--- src/rtl/mcs40_pkg.sv ---
// MCS-40 subcycle encodings and widths shared by the timing
// generator and the CPU/ROM/RAM bus models.
package mcs40_pkg;

    localparam int unsigned STATE_W = 3;
    localparam int unsigned CNT_W   = 8;
    localparam int unsigned WDOG_W  = 8;

    typedef enum logic [STATE_W-1:0] {
        A1 = 3'd0,
        A2 = 3'd1,
        A3 = 3'd2,
        M1 = 3'd3,
        M2 = 3'd4,
        X1 = 3'd5,
        X2 = 3'd6,
        X3 = 3'd7
    } subcycle_t;

    function automatic subcycle_t next_sub(input subcycle_t s);
        return subcycle_t'(3'(s) + 3'd1);
    endfunction

endpackage

--- src/rtl/mcs40_timing_gen_if.sv ---
// Two-phase clock bundle between the phase monitor and the
// subcycle sequencer.
interface mcs40_timing_gen_if;

    logic phi1;
    logic phi2;
    logic phi2_edge;
    logic err;

    modport master (
        input  phi1,
        input  phi2,
        output phi2_edge,
        output err
    );

    modport slave (
        output phi1,
        output phi2,
        input  phi2_edge,
        input  err
    );

endinterface

--- src/rtl/mcs40_phase_mon.sv ---
// PHI2 rising-edge detect, inter-edge watchdog and
// phase-overlap check with a sticky fault flag.
module mcs40_phase_mon
    import mcs40_pkg::*;
#(
    parameter int unsigned WDOG_LIMIT = 15
) (
    input  logic               clk,
    input  logic               rst,
    mcs40_timing_gen_if.master bus
);

    localparam logic [WDOG_W-1:0] LIM = WDOG_W'(WDOG_LIMIT);

    logic              phi2_q;
    logic [WDOG_W-1:0] wdog;
    logic [WDOG_W-1:0] wdog_nxt;
    logic              err_q;
    logic              overlap;

    assign bus.phi2_edge = bus.phi2 & ~phi2_q;
    assign overlap       = ~bus.phi1 & ~bus.phi2;
    assign bus.err       = err_q;

    // Saturates at the limit so a dead clock cannot wrap back to 0.
    always_comb begin
        wdog_nxt = wdog;
        if (bus.phi2_edge) begin
            wdog_nxt = '0;
        end else if (wdog != LIM) begin
            wdog_nxt = wdog + 1'b1;
        end
    end

    always_ff @(posedge clk) begin
        if (rst) begin
            phi2_q <= 1'b1;
            wdog   <= '0;
            err_q  <= 1'b0;
        end else begin
            phi2_q <= bus.phi2;
            wdog   <= wdog_nxt;
            if (overlap || (wdog_nxt == LIM)) begin
                err_q <= 1'b1;
            end
        end
    end

endmodule

--- src/rtl/mcs40_timing_gen.sv ---
// MCS-40 instruction-cycle sequencer: A1..X3 subcycles,
// SYNC, cycle counter and STOP handling.
module mcs40_timing_gen
    import mcs40_pkg::*;
#(
    parameter int unsigned WDOG_LIMIT = 15
) (
    input  logic               clk_i,
    input  logic               rst_i,
    input  logic               PHI1_i,
    input  logic               PHI2_i,
    input  logic               stop_i,
    output logic [STATE_W-1:0] state_o,
    output logic               SYNC_o,
    output logic               sub_stb_o,
    output logic [CNT_W-1:0]   cyc_cnt_o,
    output logic               stopped_o,
    output logic               phase_err_o
);

    mcs40_timing_gen_if pm ();

    assign pm.phi1 = PHI1_i;
    assign pm.phi2 = PHI2_i;

    mcs40_phase_mon #(
        .WDOG_LIMIT (WDOG_LIMIT)
    ) u_mon (
        .clk (clk_i),
        .rst (rst_i),
        .bus (pm)
    );

    subcycle_t        sub_q;
    subcycle_t        sub_d;
    logic             stp_q;
    logic             stp_d;
    logic [CNT_W-1:0] cnt_q;
    logic [CNT_W-1:0] cnt_d;
    logic             stb_q;
    logic             stb_d;
    logic             sync_q;
    logic             sync_d;

    always_ff @(posedge clk_i) begin
        if (rst_i) begin
            sub_q  <= A1;
            stp_q  <= 1'b0;
            cnt_q  <= '0;
            stb_q  <= 1'b0;
            sync_q <= 1'b1;
        end else begin
            sub_q  <= sub_d;
            stp_q  <= stp_d;
            cnt_q  <= cnt_d;
            stb_q  <= stb_d;
            sync_q <= sync_d;
        end
    end

    // Leaving STOP only clears the flag; the next edge advances.
    always_comb begin
        sub_d = sub_q;
        stp_d = stp_q;
        cnt_d = cnt_q;
        stb_d = 1'b0;
        if (pm.phi2_edge) begin
            if (stp_q) begin
                if (!stop_i) begin
                    stp_d = 1'b0;
                end
            end else if (sub_q == X3) begin
                sub_d = A1;
                if (stop_i) begin
                    stp_d = 1'b1;
                end else begin
                    cnt_d = cnt_q + 1'b1;
                    stb_d = 1'b1;
                end
            end else begin
                sub_d = next_sub(sub_q);
                stb_d = 1'b1;
            end
        end
        sync_d = !((sub_d == X3) && !stp_d);
    end

    assign state_o     = sub_q;
    assign SYNC_o      = sync_q;
    assign sub_stb_o   = stb_q;
    assign cyc_cnt_o   = cnt_q;
    assign stopped_o   = stp_q;
    assign phase_err_o = pm.err;

endmodule

--- config.mk ---
export PLATFORM = sky130hd
export DESIGN_NAME = mcs40_timing_gen
export DESIGN_NICKNAME = d
export VERILOG_FILES = /design/src/rtl/mcs40_pkg.sv /design/src/rtl/mcs40_timing_gen_if.sv /design/src/rtl/mcs40_phase_mon.sv /design/src/rtl/mcs40_timing_gen.sv
export SDC_FILE = /design/constraint.sdc
export NUM_CORES = 1
export LEC_CHECK = 0
export BUFFER_PORTS_ARGS = -buffer_cell sky130_fd_sc_hd__buf_2
export CAP_MARGIN = 25
export CORE_MARGIN = 3
export CORE_UTILIZATION = 54
export DETAILED_ROUTE_END_ITERATION = 10
export HOLD_SLACK_MARGIN = 0.03
export PLACE_DENSITY = 0.89
export SLEW_MARGIN = 40
export SYNTH_ARGS = -nofsm -noshare
export SYNTH_HDL_FRONTEND = slang
export SYNTH_HIERARCHICAL = 1
export SYNTH_SLANG_ARGS = --single-unit
--- constraint.sdc ---
create_clock -name clk_i -period 1.9 [get_ports clk_i]
set_clock_uncertainty 0.15 [all_clocks]
set_input_delay 0.19 -clock clk_i [delete_from_list [all_inputs] [get_ports clk_i]]
set_output_delay 0.19 -clock clk_i [all_outputs]
set_load 0.02 [all_outputs]
# Yosys cells after proc, flatten, opt, wreduce, memory -nomap -nowiden
# Cells that the tools add are included.
dict set report word_totals {
  ff_bits 24
  latchBits 0
  ramBits 0
  romBits 0
  input_bits 5
  word_cells 40
  n_memories 0
}
dict set report classes {
  add_sub_neg 3
  multipliers 0
  div 0
  order_cmp 0
  eq_ne 4
  n_shift 0
  muxes 11
  bitwise_logic 8
  reduce_logical 6
}
# operator n
set ops {}
lappend ops {{8-bit by 1-bit adder with 8-bit output (second input constant)} 2}
lappend ops {{8-bit two-way mux} 2}
lappend ops {{3-bit two-way mux} 3}
lappend ops {{8-bit by 4-bit equality test with 1-bit output (second input constant)} 1}
lappend ops {{8-bit by 4-bit inequality test with 1-bit output (second input constant)} 1}
lappend ops {{3-bit equality test (second input constant)} 2}
lappend ops {{1-bit two-way mux} 6}
lappend ops {{1-bit inverter} 6}
lappend ops {{4-bit AND reduction} 1}
lappend ops {{3-bit by 1-bit adder with 3-bit output (second input constant)} 1}
lappend ops {{3-bit OR reduction} 1}
lappend ops {{1-bit AND} 2}
lappend ops {{1-bit zero test} 2}
lappend ops {{1-bit logical AND} 1}
lappend ops {{1-bit logical OR} 1}

# Logic depth before layout (Yosys ltp)
# Gate-level depths: netlist of run 1.
dict set report logic_depth {
  ltp_word 7
  depth_mapped 7
}

# Cells and area by module
# The synthesis of run 1 kept the hierarchy.
# mod instances cells_each area_per_inst_um2
set by_module_without_submodules {}
lappend by_module_without_submodules {mcs40_timing_gen 1 63 628.1}
lappend by_module_without_submodules {mcs40_phase_mon 1 67 553.0}

# Worst setup path after synthesis of run 1
# Ideal clock, no wire load.
dict set report synth_timing {
  path_type {register to register}
  startpoint {reg sub_q[1], in the netlist state_o[1]}
  endpoint {reg cnt_q[7], in the netlist cyc_cnt_o[7]}
  t_arrival_ns 1.459
  required_ns 1.622
  path_slack_ns 0.163
  path_stages_with_launch 8
  path_buffers 1
  period_less_slack_ns 1.737
  cell_sequence {dfxtp_1 ha_1 ha_1 and4bb_1 buf_6 nand4_2 xor2_1 nor2_1}
}
dict set report synth_via {
  elab_chain_len 2
}
# item line_no
set synth_rtl {}
lappend synth_rtl {{start, declared} mcs40_timing_gen.sv:34} ;# subcycle_t sub_q;
lappend synth_rtl {{start signal, assigned} mcs40_timing_gen.sv:53} ;# sub_q <= sub_d;
lappend synth_rtl {{3-bit equality test} mcs40_timing_gen.sv:72} ;# end else if (sub_q == X3) begin
lappend synth_rtl {{4-bit AND reduction (no source line)} n/a}
lappend synth_rtl {{end signal, assigned} mcs40_timing_gen.sv:55} ;# cnt_q <= cnt_d;
lappend synth_rtl {{end, declared} mcs40_timing_gen.sv:38} ;# logic [CNT_W-1:0] cnt_q;
# Every way passes these cells.
# A chain may end at the register's enable or synchronous reset.

# Worst setup path after layout of run 1
dict set report layout_timing {
  startpoint {reg sub_q[0], in the netlist state_o[0]}
  endpoint {reg cnt_q[3], in the netlist cyc_cnt_o[3]}
}
# The elaborated chain is that of the path after synthesis.

==> results.tsv, run 1 <==
stage	metric	value	unit
status	status	complete, no violations	
finish	num_antenna_cells	0	
pwr	power.switching	0.1879	mW
synth	synth.top_cell.area_share	0.4068	
clocking	htreeDepth	1	
place	dpl.hpwl	1798	um
clocking	clock_sink_count	24	
route	ant_nets	0	
synth	synth_top_family_by_area	simple AND/OR/NAND/NOR gates	
pwr	intPower	0.6145	mW
worst_setup_path	r2r.worst_path.cells	6	
pwr	vdd_drop_max	0.3620	mV
synth	async_reset_ff_frac	0	
synth	ys_warn_count	6	
sta	final_max_slew_viol_count	0	
worst_hold_path	hold_end	sub_stb_o$_SDFF_PP0_	
die	dieWidth	52.77	um
sta	period_needed	1765	ps
sta	setup_tns	0	ps
worst_setup_path	crit_type	reg -> reg	
synth	synth_ff_type	dfxtp_1	
route	viasPerCell	5.659	
synth	synth_seq_cells	24	
pwr	report.power.total	0.8025	mW
clocking	cts_buffer_depth	2	
synth	synth.avg_cell_area	9.086	um2
sta	finalHoldViolCount	0	
worst_setup_path	r2r_slack	140	ps
route	drtIter0Drc	23	
route	vias	1013	
synth	synth_xor_area_frac	0.07415	
worst_setup_path	cp_max_fo	8	
sta	tightestPinTransition	361.9	ps
die	core-area	2022	um2
worst_hold_path	hold_depth	3	
synth	syn_inst	130	
worst_setup_path	cp-start-kind	register	
die	die-area	2785	um2
synth	synth_fp_nets	139	
die	ios	20	
synth	synth_area_leader_cell	dfxtp_1	
global_routing	antenna_found_initial	0	
sta	final_min_period_over_clock_period	0.9288	
route	dr.pass1.iters	4	
synth	synth_area	1181	um2
die	die_h	52.77	um
synth	synth.mux.area_fraction	0.02542	
global_routing	grt_pass1_vias	995	
worst_setup_path	reg2reg_to	cyc_cnt_o[3]$_SDFFE_PP0P_	
finish	layout-drive-gt1-share	0.2500	
sta	slew_headroom	0.7565	
synth	synthAdderAreaFrac	0.04237	
clocking	cts_tree	done	
worst_setup_path	cp.required	1950	ps
synth	yosys.area_share.simple	0.3136	
synth	synth.area.top_cells	dfxtp_1, xor2_1, nor2_1	
synth	synth_seq_area_share	0.4068	
global_routing	grt_overflow	0	
place	portBuffers	19	
pwr	power_density	594.4	nW/um2
synth	ys_types	40	
worst_setup_path	endpoint_kind	register	
route	routed_wl	2384	um
route	avgRoutedWirePerCell	13.32	um
clocking	clk_pin_slew	120	ps
finish	utilization	0.6677	
sta	fmax	566.6	MHz
synth	synth_compound_area_frac	0.09958	
clocking	clock_latency	310	ps
sta	setup_viol	0	
pwr	leakage	0.6037	nW
global_routing	grt_start_max_net_pins	18	
die	rows	16	
pwr	switching_share	0.2342	
run	drv_cap	0	
pwr	clkPwrFrac	0.268	
finish	area_growth	14.30	%
global_routing	track_usage	0.1933	
sta	rsz0062_at_grt	false	
finish	instances_no_fill	179	
pwr	p_comb_frac	0.081	
route	drcViolationCount	0	
die	initial_core_util	0.5842	
synth	synth_edf_count	0	
worst_hold_path	worst_hold_path_type	in -> reg	
worst_setup_path	timing.rr.start	state_o[0]$_SDFF_PP0_	
place	place_inst	174	
pwr	power_frac_seq	0.651	
finish	fin_nets	163	
clocking	cts_buffers	3	
worst_setup_path	critPathArrivalTime	1810	ps
clocking	root_buffer	clkbuf_4	
global_routing	grt_first_pass_wirelength	4064	um
worst_hold_path	min_from	stop_i	
place	place_congestion	0.8667	
worst max-delay path by stage:
stage,end,cells past startpoint,slack (ps),startpoint
3_5_place_dp,cyc_cnt_o[3]$_SDFFE_PP0P_,6,-5,state_o[1]$_SDFF_PP0_
2_1_floorplan,cyc_cnt_o[7]$_SDFFE_PP0P_,7,160,state_o[1]$_SDFF_PP0_
4_1_cts,cyc_cnt_o[3]$_SDFFE_PP0P_,6,50,state_o[1]$_SDFF_PP0_
6_report,cyc_cnt_o[3]$_SDFFE_PP0P_,6,140,state_o[0]$_SDFF_PP0_
3_3_place_gp,cyc_cnt_o[3]$_SDFFE_PP0P_,6,150,state_o[1]$_SDFF_PP0_
5_1_grt,cyc_cnt_o[3]$_SDFFE_PP0P_,6,4,state_o[0]$_SDFF_PP0_
layout make-up:
type                    instances  area [um2]
repair buffers                 25       142.6
fillers                       165       671.9
flip-flops and latches         24       481.7
clock buffers                   3       22.52
well taps                      27       33.78
multi-input cells             100       669.4
cells in the mapped netlist (3+ instances only):
cell	n
ha_1	4
dfxtp_1	24
nor2_1	17
nand2_1	6
nor3_1	8
nand3_1	8
a21oi_1	7
o21ai_0	3
xor2_1	8
mux2i_1	3
sequential cells by signal, indices dropped and copies added (netlist names):
name / flops
sub_stb_o: 1
stopped_o: 1
u_mon/bus.err: 1
cyc_cnt_o: 8
SYNC_o: 1
state_o: 3
u_mon/wdog: 8
u_mon/phi2_q: 1
stage by stage:
step           cell area (um2)  hold slack, ps  setup slack [ps]
6_report                  1350           70.13             135.2
5_1_grt                   1350           65.80             3.534
4_1_cts                   1328           63.44             51.62
3_5_place_dp              1295           263.3            -4.680
3_3_place_gp              1295           252.8             153.1
2_1_floorplan             1181           116.1             163.5
kinds of logic after synthesis:
logic type	Yosys count
DFF	24
xor gates and xnor gates	10
and+or+nand+nor	64
buffers and inverters	6
adders and majority gates	4
muxes	3
AOI/OAI and AO/OA	19
worst max-delay path, stage by stage, from the launching register on:
cell,delay (ps)
dfxtp_1,410
ha_1,180
ha_1,220
and4bb_4,340
nand3_1,120
xor2_1,170
nor2_1,60
layout by cell type, fill, tap and decap left out, types with 2 or more instances in the layout:
| master | instances |
|---|---|
| clkbuf_4 | 3 |
| nor2b_1 | 2 |
| or2_2 | 2 |
| nor4_1 | 2 |
| nand4_1 | 2 |
| dfxtp_1 | 23 |
| buf_2 | 19 |
| xor2_1 | 8 |
| a21oi_1 | 7 |
| and2b_1 | 2 |
| nand3_1 | 7 |
| xnor2_1 | 2 |
| nand2_1 | 6 |
| or2b_1 | 2 |
| nor3_1 | 8 |
| ha_1 | 4 |
| a31oi_1 | 2 |
| mux2i_1 | 3 |
| nor2_1 | 17 |
| o21ai_0 | 3 |
| o21bai_1 | 2 |
| buf_4 | 5 |
metal layers:
metal  GRT usage  up-vias  part of all wire
met5           0        -                 0
met2      0.3616       25              0.50
met3     0.03704        2             0.041
met4     0.05957        0            0.0071
li1            -      510                 -
met1      0.2155      476              0.45
timing repair:
action / CTS / global route
gates cloned: 0 / 0
resized for setup: 1 / 4
setup buffers: 0 / 1
endpoints found under the hold margin: 1 / 0
hold buffers: 1 / 0
endpoints found under the setup margin: 2 / 7
power groups by stage:
stage | clock network [mW] | registers (mW) | logic, mW
global placement | 0 | 0.532 | 0.0611
global route | 0.244 | 0.524 | 0.0738
floorplan | 0 | 0.536 | 0.0389
finish | 0.215 | 0.522 | 0.0651
CTS | 0.219 | 0.522 | 0.0646
detailed placement | 0 | 0.533 | 0.0629
Power figures use the tool's default switching activity.
==> inputs of run 2 (changes only) <==
RECOVER_POWER = 50   (was default)
SLEW_MARGIN = default   (was 40)
==> run 2 against run 1 <==
  * Sequential power about the same
  * Via count up 0.49%
  * Total power decreased by 0.21%
  * Fmax fell by 0.26%
  * Critical path depth is 1 higher
  * Register-to-register slack barely moved
  * First-iteration DRC count shrank 17%
  * Worst hold slack better by 3.1 ps
  * Critical endpoint is now SYNC_o$_SDFF_PP1_
==> results.tsv, run 2 (synthesis gave the netlist of run 1 again) <==
stage	metric	value	unit
finish	utilization	0.6597	
run	drv_cap	0	
finish	area_growth	12.92	%
clocking	clk_pin_slew	120	ps
place	place_congestion	0.8667	
worst_setup_path	reg2reg_to	cyc_cnt_o[3]$_SDFFE_PP0P_	
die	core-area	2022	um2
die	die_h	52.77	um
worst_setup_path	cp.required	1960	ps
route	ant_nets	0	
die	rows	16	
worst_setup_path	cp_max_fo	8	
finish	final_common_cell	dfxtp_1	
global_routing	busiest_layer	met2	
pwr	leakage	0.5486	nW
sta	finalHoldViolCount	0	
place	dpl.hpwl	1798	um
finish	seqCellArea	481.7	um2
worst_setup_path	crit_chain	dlygate4sd3_1 > buf_2 > and2b_1 > or2b_1 > nor3_1 > a21oi_1 > nand3b_1	
pwr	vdd_drop_max	0.3627	mV
worst_hold_path	min_from	stop_i	
worst_setup_path	endpoint_kind	register	
sta	period_needed	1769	ps
worst_hold_path	hold_end	sub_stb_o$_SDFF_PP0_	
global_routing	use_met1	0.2155	
clocking	cts_buffer_depth	2	
clocking	clock_latency	300	ps
global_routing	grt_first_pass_wirelength	4064	um
sta	slew_headroom	0.6666	
clocking	root_buffer	clkbuf_4	
sta	setup_ws	130.6	ps
worst_setup_path	crit_type	in -> reg	
sta	setup_tns	0	ps
global_routing	met3_usage	0.03704	
place	portBuffers	19	
finish	instances_no_fill	179	
worst_setup_path	path_delay_family	simple AND/OR/NAND/NOR gates	
route	routed_wl	2406	um
clocking	clock_sink_count	24	
global_routing	use_met2	0.3616	
worst_setup_path	critPathArrivalTime	1830	ps
worst_setup_path	timing.rr.start	state_o[0]$_SDFF_PP0_	
global_routing	grt_overflow	0	
clocking	htreeDepth	1	
global_routing	grt_pass1_vias	995	
place	pre_cts_slack	-4.680	ps
finish	fin_nets	163	
sta	fmax	565.2	MHz
sta	final_max_slew_viol_count	0	
die	die-area	2785	um2
finish	multiInputGateArea	669.4	um2
die	ios	20	
route	avgRoutedWirePerCell	13.44	um
sta	final_min_period_over_clock_period	0.9313	
place	place_inst	174	
finish	final_cell_mix	dfxtp_1, nor2_1, clkbuf_1	
worst_hold_path	worst_hold_path_type	in -> reg	
status	status	complete, no violations	
die	dieWidth	52.77	um
worst_setup_path	max_stage_delay	530	ps
finish	fillCellCount	175	
global_routing	grt_start_max_net_pins	18	
worst_hold_path	hold_depth	3	
clocking	cts_tree	done	
route	drtIter0Drc	19	
route	viasPerCell	5.687	
global_routing	track_usage	0.1933	
die	initial_core_util	0.5842	
sta	tightestPinTransition	500.1	ps
route	dr.pass1.iters	4	
clocking	cts_buffers	3	
place	place_area	1295	um2
finish	stdcell_area	1334	um2
worst_setup_path	cpMaxStageDelayCell	dlygate4sd3_1	
pwr	power_density	600.4	nW/um2
worst_setup_path	cp-start-kind	input pin	
route	drcViolationCount	0	
global_routing	antenna_found_initial	0	
worst_setup_path	cp_num_buf_inv	2	
sta	setup_viol	0	
worst_setup_path	r2r_slack	150	ps
sta	rsz0062_at_grt	false	
finish	num_antenna_cells	0	
finish	layout-drive-gt1-share	0.1579	
worst_setup_path	r2r.worst_path.cells	6	
route	vias	1018	
[run 2: cell types whose count changed in the layout (fill, tap and decap cells not counted), sizes merged]
cell	before	now
clkbuf	3	16
buf	24	11
[run 2: how the worst max path moves through the flow]
stage                           from                   endpoint  cells past startpoint
2_1_floorplan  state_o[1]$_SDFF_PP0_  cyc_cnt_o[7]$_SDFFE_PP0P_                      7
3_3_place_gp   state_o[1]$_SDFF_PP0_  cyc_cnt_o[3]$_SDFFE_PP0P_                      6
3_5_place_dp   state_o[1]$_SDFF_PP0_  cyc_cnt_o[3]$_SDFFE_PP0P_                      6
4_1_cts        state_o[1]$_SDFF_PP0_  cyc_cnt_o[3]$_SDFFE_PP0P_                      6
5_1_grt        state_o[0]$_SDFF_PP0_  cyc_cnt_o[3]$_SDFFE_PP0P_                      6
6_report                      PHI2_i          SYNC_o$_SDFF_PP1_                      7
[run 2: metrics by stage]
stage                     power [mW]  hold slack, ps
after floorplan               0.5749           116.1
after global placement        0.5934           252.8
after detailed placement      0.5960           263.3
after CTS                     0.8056           63.44
after global routing          0.8407           65.80
final                         0.8008           73.25
[run 2: final cells by class]
type / count / share of cell area
Clock buffer: 3 / 0.01689
Sequential cell: 24 / 0.3612
Multi-Input combinational cell: 100 / 0.5019
Timing Repair Buffer: 25 / 0.09475
Tap cell: 27 / 0.02533
[run 2: power by group]
part           switching (mW)  leakage (nW)  internal [mW]
Combinational          0.0376         0.340         0.0268
Clock                   0.140        0.0138         0.0740
Sequential            0.00958         0.195          0.513
[run 2: routing by layer]
layer	vias up	wire length (um)	share of wire
met1	472	1046	0.43
met4	0	17	0.0071
met3	2	133	0.055
met2	37	1208	0.50
met5	-	0	0
li1	507	-	-
[run 2: what timing repair did]
action / CTS / global route
cloned: 0 / 0
endpoints found under the setup margin: 2 / 7
pin swaps: 0 / 0
hold endpoints to repair: 1 / 0
buffers inserted: 0 / 1
hold buffers: 1 / 0
resized for setup: 1 / 4
[run 2: tightest hold or removal path, stage by stage]
cell	delay, ps
buf_2	100
nand2_1	70
nor3b_1	130
==> inputs of run 3 (changes only) <==
CORE_UTILIZATION = 53   (was 54)
PLACE_DENSITY = 0.88   (was 0.89)
SYNTH_HIERARCHICAL = default   (was 1)
==> run 3 against run 2 <==
  * Clock power increased by 69%
  * Fmax down 2.1%
  * Setup slack lost 38 ps
  * Utilization up 0.32 points
  * Via count is 2.4% lower
  * First-iteration DRC count rose by 11%
  * Clock-buffer cell count did not move
  * Total power grew 18%
  * Wire length decreased by 4.2%
  * Non-clock buffer count is the same
  * Critical path type is now reg -> reg
  * Largest power group unchanged
  * Highest routed layer unchanged
==> results.tsv, run 3 <==
stage	metric	value	unit
status	status	complete, no violations	
pwr	clkPwrFrac	0.384	
global_routing	grt_pass1_vias	950	
die	ios	20	
route	drcViolationCount	0	
synth	ys_warn_count	0	
global_routing	grt_start_max_net_pins	19	
pwr	power_density	717.7	nW/um2
finish	layout-drive-gt1-share	0.1067	
sta	fin_hold_ws	78.33	ps
synth	synth_seq_area_share	0.4252	
worst_setup_path	endpoint_kind	register	
synth	synth_seq_cells	24	
global_routing	antenna_found_initial	0	
die	initial_core_util	0.5701	
pwr	intPower	0.7513	mW
global_routing	track_usage	0.1975	
die	die_h	52.17	um
die	core-area	1982	um2
clocking	clock_sink_count	24	
die	dieWidth	52.17	um
pwr	p_comb_frac	0.061	
worst_setup_path	crit_top_cell	ha_1	
place	dpl.hpwl	1712	um
worst_setup_path	cp.required	1950	ps
sta	setup_viol	0	
route	viasPerCell	5.616	
sta	fmax	553.2	MHz
sta	finalHoldViolCount	0	
die	rows	16	
sta	final_min_period_over_clock_period	0.9514	
clocking	htreeDepth	1	
global_routing	grt_first_pass_wirelength	4043	um
synth	synth.avg_cell_area	8.758	um2
pwr	leakage	0.5192	nW
clocking	root_buffer	clkbuf_4	
route	routed_wl	2305	um
clocking	cts_tree	done	
worst_setup_path	cp_max_fo	6	
clocking	clock_latency	310	ps
synth	ys_top_cells_by_count	dfxtp_1, nor2_1, nand2_1	
worst_setup_path	crit_type	reg -> reg	
clocking	cts_buffers	3	
route	drtIter0Drc	21	
clocking	cts_hold_buf	3	
place	place_inst	170	
place	portBuffers	19	
global_routing	grt_overflow	0	
finish	num_antenna_cells	0	
synth	synth_fp_nets	138	
synth	syn_inst	129	
synth	async_reset_ff_frac	0	
worst_setup_path	max_stage_delay	390	ps
worst_setup_path	cp-start-kind	register	
synth	yosys.cell_count.top_type	dfxtp_1	
sta	setup_tns	0	ps
finish	fin_nets	160	
synth	synth.top_cell.area_share	0.4252	
synth	synth_area_leader_cell	dfxtp_1	
finish	final_common_cell	dfxtp_1	
worst_setup_path	cpMaxStageDelayCell	dfxtp_2	
sta	tightestPinTransition	363.8	ps
place	place_congestion	0.8002	
sta	final_max_slew_viol_count	0	
worst_setup_path	crit_chain	ha_1 > ha_1 > and3b_1 > nand4_1 > nor2_1 > mux2_1	
run	drv_cap	0	
sta	slew_headroom	0.7571	
synth	synth.area.top_cells	dfxtp_1, nor2_1, xor2_1	
finish	area_growth	16.28	%
finish	instances_no_fill	177	
route	avgRoutedWirePerCell	13.02	um
worst_setup_path	critPathArrivalTime	1860	ps
synth	synth_ff_type	dfxtp_1	
clocking	cts_buffer_depth	2	
finish	final_cell_mix	dfxtp_1, nor2_1, clkbuf_1	
die	die-area	2722	um2
route	vias	994	
sta	period_needed	1808	ps
route	dr.pass1.iters	4	
synth	ys_types	36	
pwr	power_frac_seq	0.555	
clocking	clk_pin_slew	140	ps
pwr	switching_share	0.2033	
clocking	post_cts_buffers	0	
sta	rsz0062_at_grt	false	
clocking	cts-resized-gates	0	
synth	synth_edf_count	0	
synth	synth_area	1130	um2
worst_hold_path	worst_hold_path_type	in -> reg	
route	ant_nets	0	
pwr	vdd_drop_max	0.4320	mV
pwr	power.switching	0.1917	mW
finish	fillCellCount	179	
==> run 3: changes by cell type in the layout (fill, tap and decap cells not counted), moves of 2 or more <==
cell,before,now
and2b_1,2,0
buf_4,5,3
dlygate4sd3_1,1,3
nand2_1,6,9
nand2b_1,0,2
nand4_1,2,5
nor2_1,17,19
nor3_1,8,2
nor4_1,2,0
o21bai_1,2,0
or3b_1,0,2
xnor2_1,2,4
xor2_1,8,6
==> run 3: path summary, 6_finish.rpt <==
path	from	to	slack [ps]	cells after the start
setup / recovery	state_o[0]$_SDFF_PP0_	cyc_cnt_o[4]$_SDFFE_PP0P_	90	6
hold / removal	rst_i	cyc_cnt_o[2]$_SDFFE_PP0P_	80	2
setup reg to reg	state_o[0]$_SDFF_PP0_	cyc_cnt_o[4]$_SDFFE_PP0P_	90	6
hold reg to reg	state_o[0]$_SDFF_PP0_	state_o[0]$_SDFF_PP0_	350	2
==> run 3: logic make-up (layout without fill, tap and decap cells) <==
| group | after synthesis | count (layout) | synth area share |
|---|---|---|---|
| simple gates | 62 | 62 | 0.2990 |
| flops | 24 | 24 | 0.4252 |
| compound gates | 17 | 17 | 0.09192 |
| xor+xnor | 10 | 10 | 0.07752 |
| buf+inv | 9 | 30 | 0.03432 |
| fa+ha+maj | 4 | 4 | 0.04430 |
| mux | 3 | 3 | 0.02769 |
==> run 3: layout make-up <==
cell class              instances  area [um2]  share of cell area
multi-input cells              96       610.6              0.4648
flip-flops and latches         24       483.0              0.3676
repair buffers                 25       130.1             0.09905
well taps                      27       33.78             0.02571
clock inverters                 1       30.03             0.02286
clock buffers                   3       22.52             0.01714
inverters                       1       3.754            0.002857
==> run 3: through the flow <==
step / setup WS, ps / area [um2] / util / total power [mW]
4_1_cts: 94.98 / 1331 / 0.6717 / 0.9522
3_3_place_gp: 225.3 / 1249 / 0.6301 / 0.5836
3_5_place_dp: 123.7 / 1249 / 0.6301 / 0.5872
6_report: 92.43 / 1314 / 0.6629 / 0.9429
2_1_floorplan: 49.80 / 1132 / - / 0.5683
5_1_grt: 2.973 / 1314 / 0.6629 / 0.9904
==> run 3: critical path: cells and delay by family (launching register included) <==
family | cells | cell delay, ps
adders and majority gates | 2 | 360
DFF | 1 | 390
and+or+nand+nor | 3 | 470
muxes | 1 | 320
==> run 3: power by group through the flow <==
| stage | combinational [mW] | clock, mW | sequential (mW) |
|---|---|---|---|
| 2_1_floorplan | 0.0321 | 0 | 0.536 |
| 3_3_place_gp | 0.0508 | 0 | 0.533 |
| 3_5_place_dp | 0.0532 | 0 | 0.534 |
| 4_1_cts | 0.0585 | 0.371 | 0.523 |
| 5_1_grt | 0.0654 | 0.399 | 0.526 |
| 6_report | 0.0573 | 0.362 | 0.523 |
==> run 3: per-layer routing <==
metal  share of wire  vias to the layer above  routed length, um  track usage
met5               0                        -                  0            0
met4           0.022                        0                 51      0.09362
met3           0.050                       10                115      0.03134
met2            0.50                       35               1161       0.3661
met1            0.42                      457                977       0.2159
li1                -                      492                  -            -
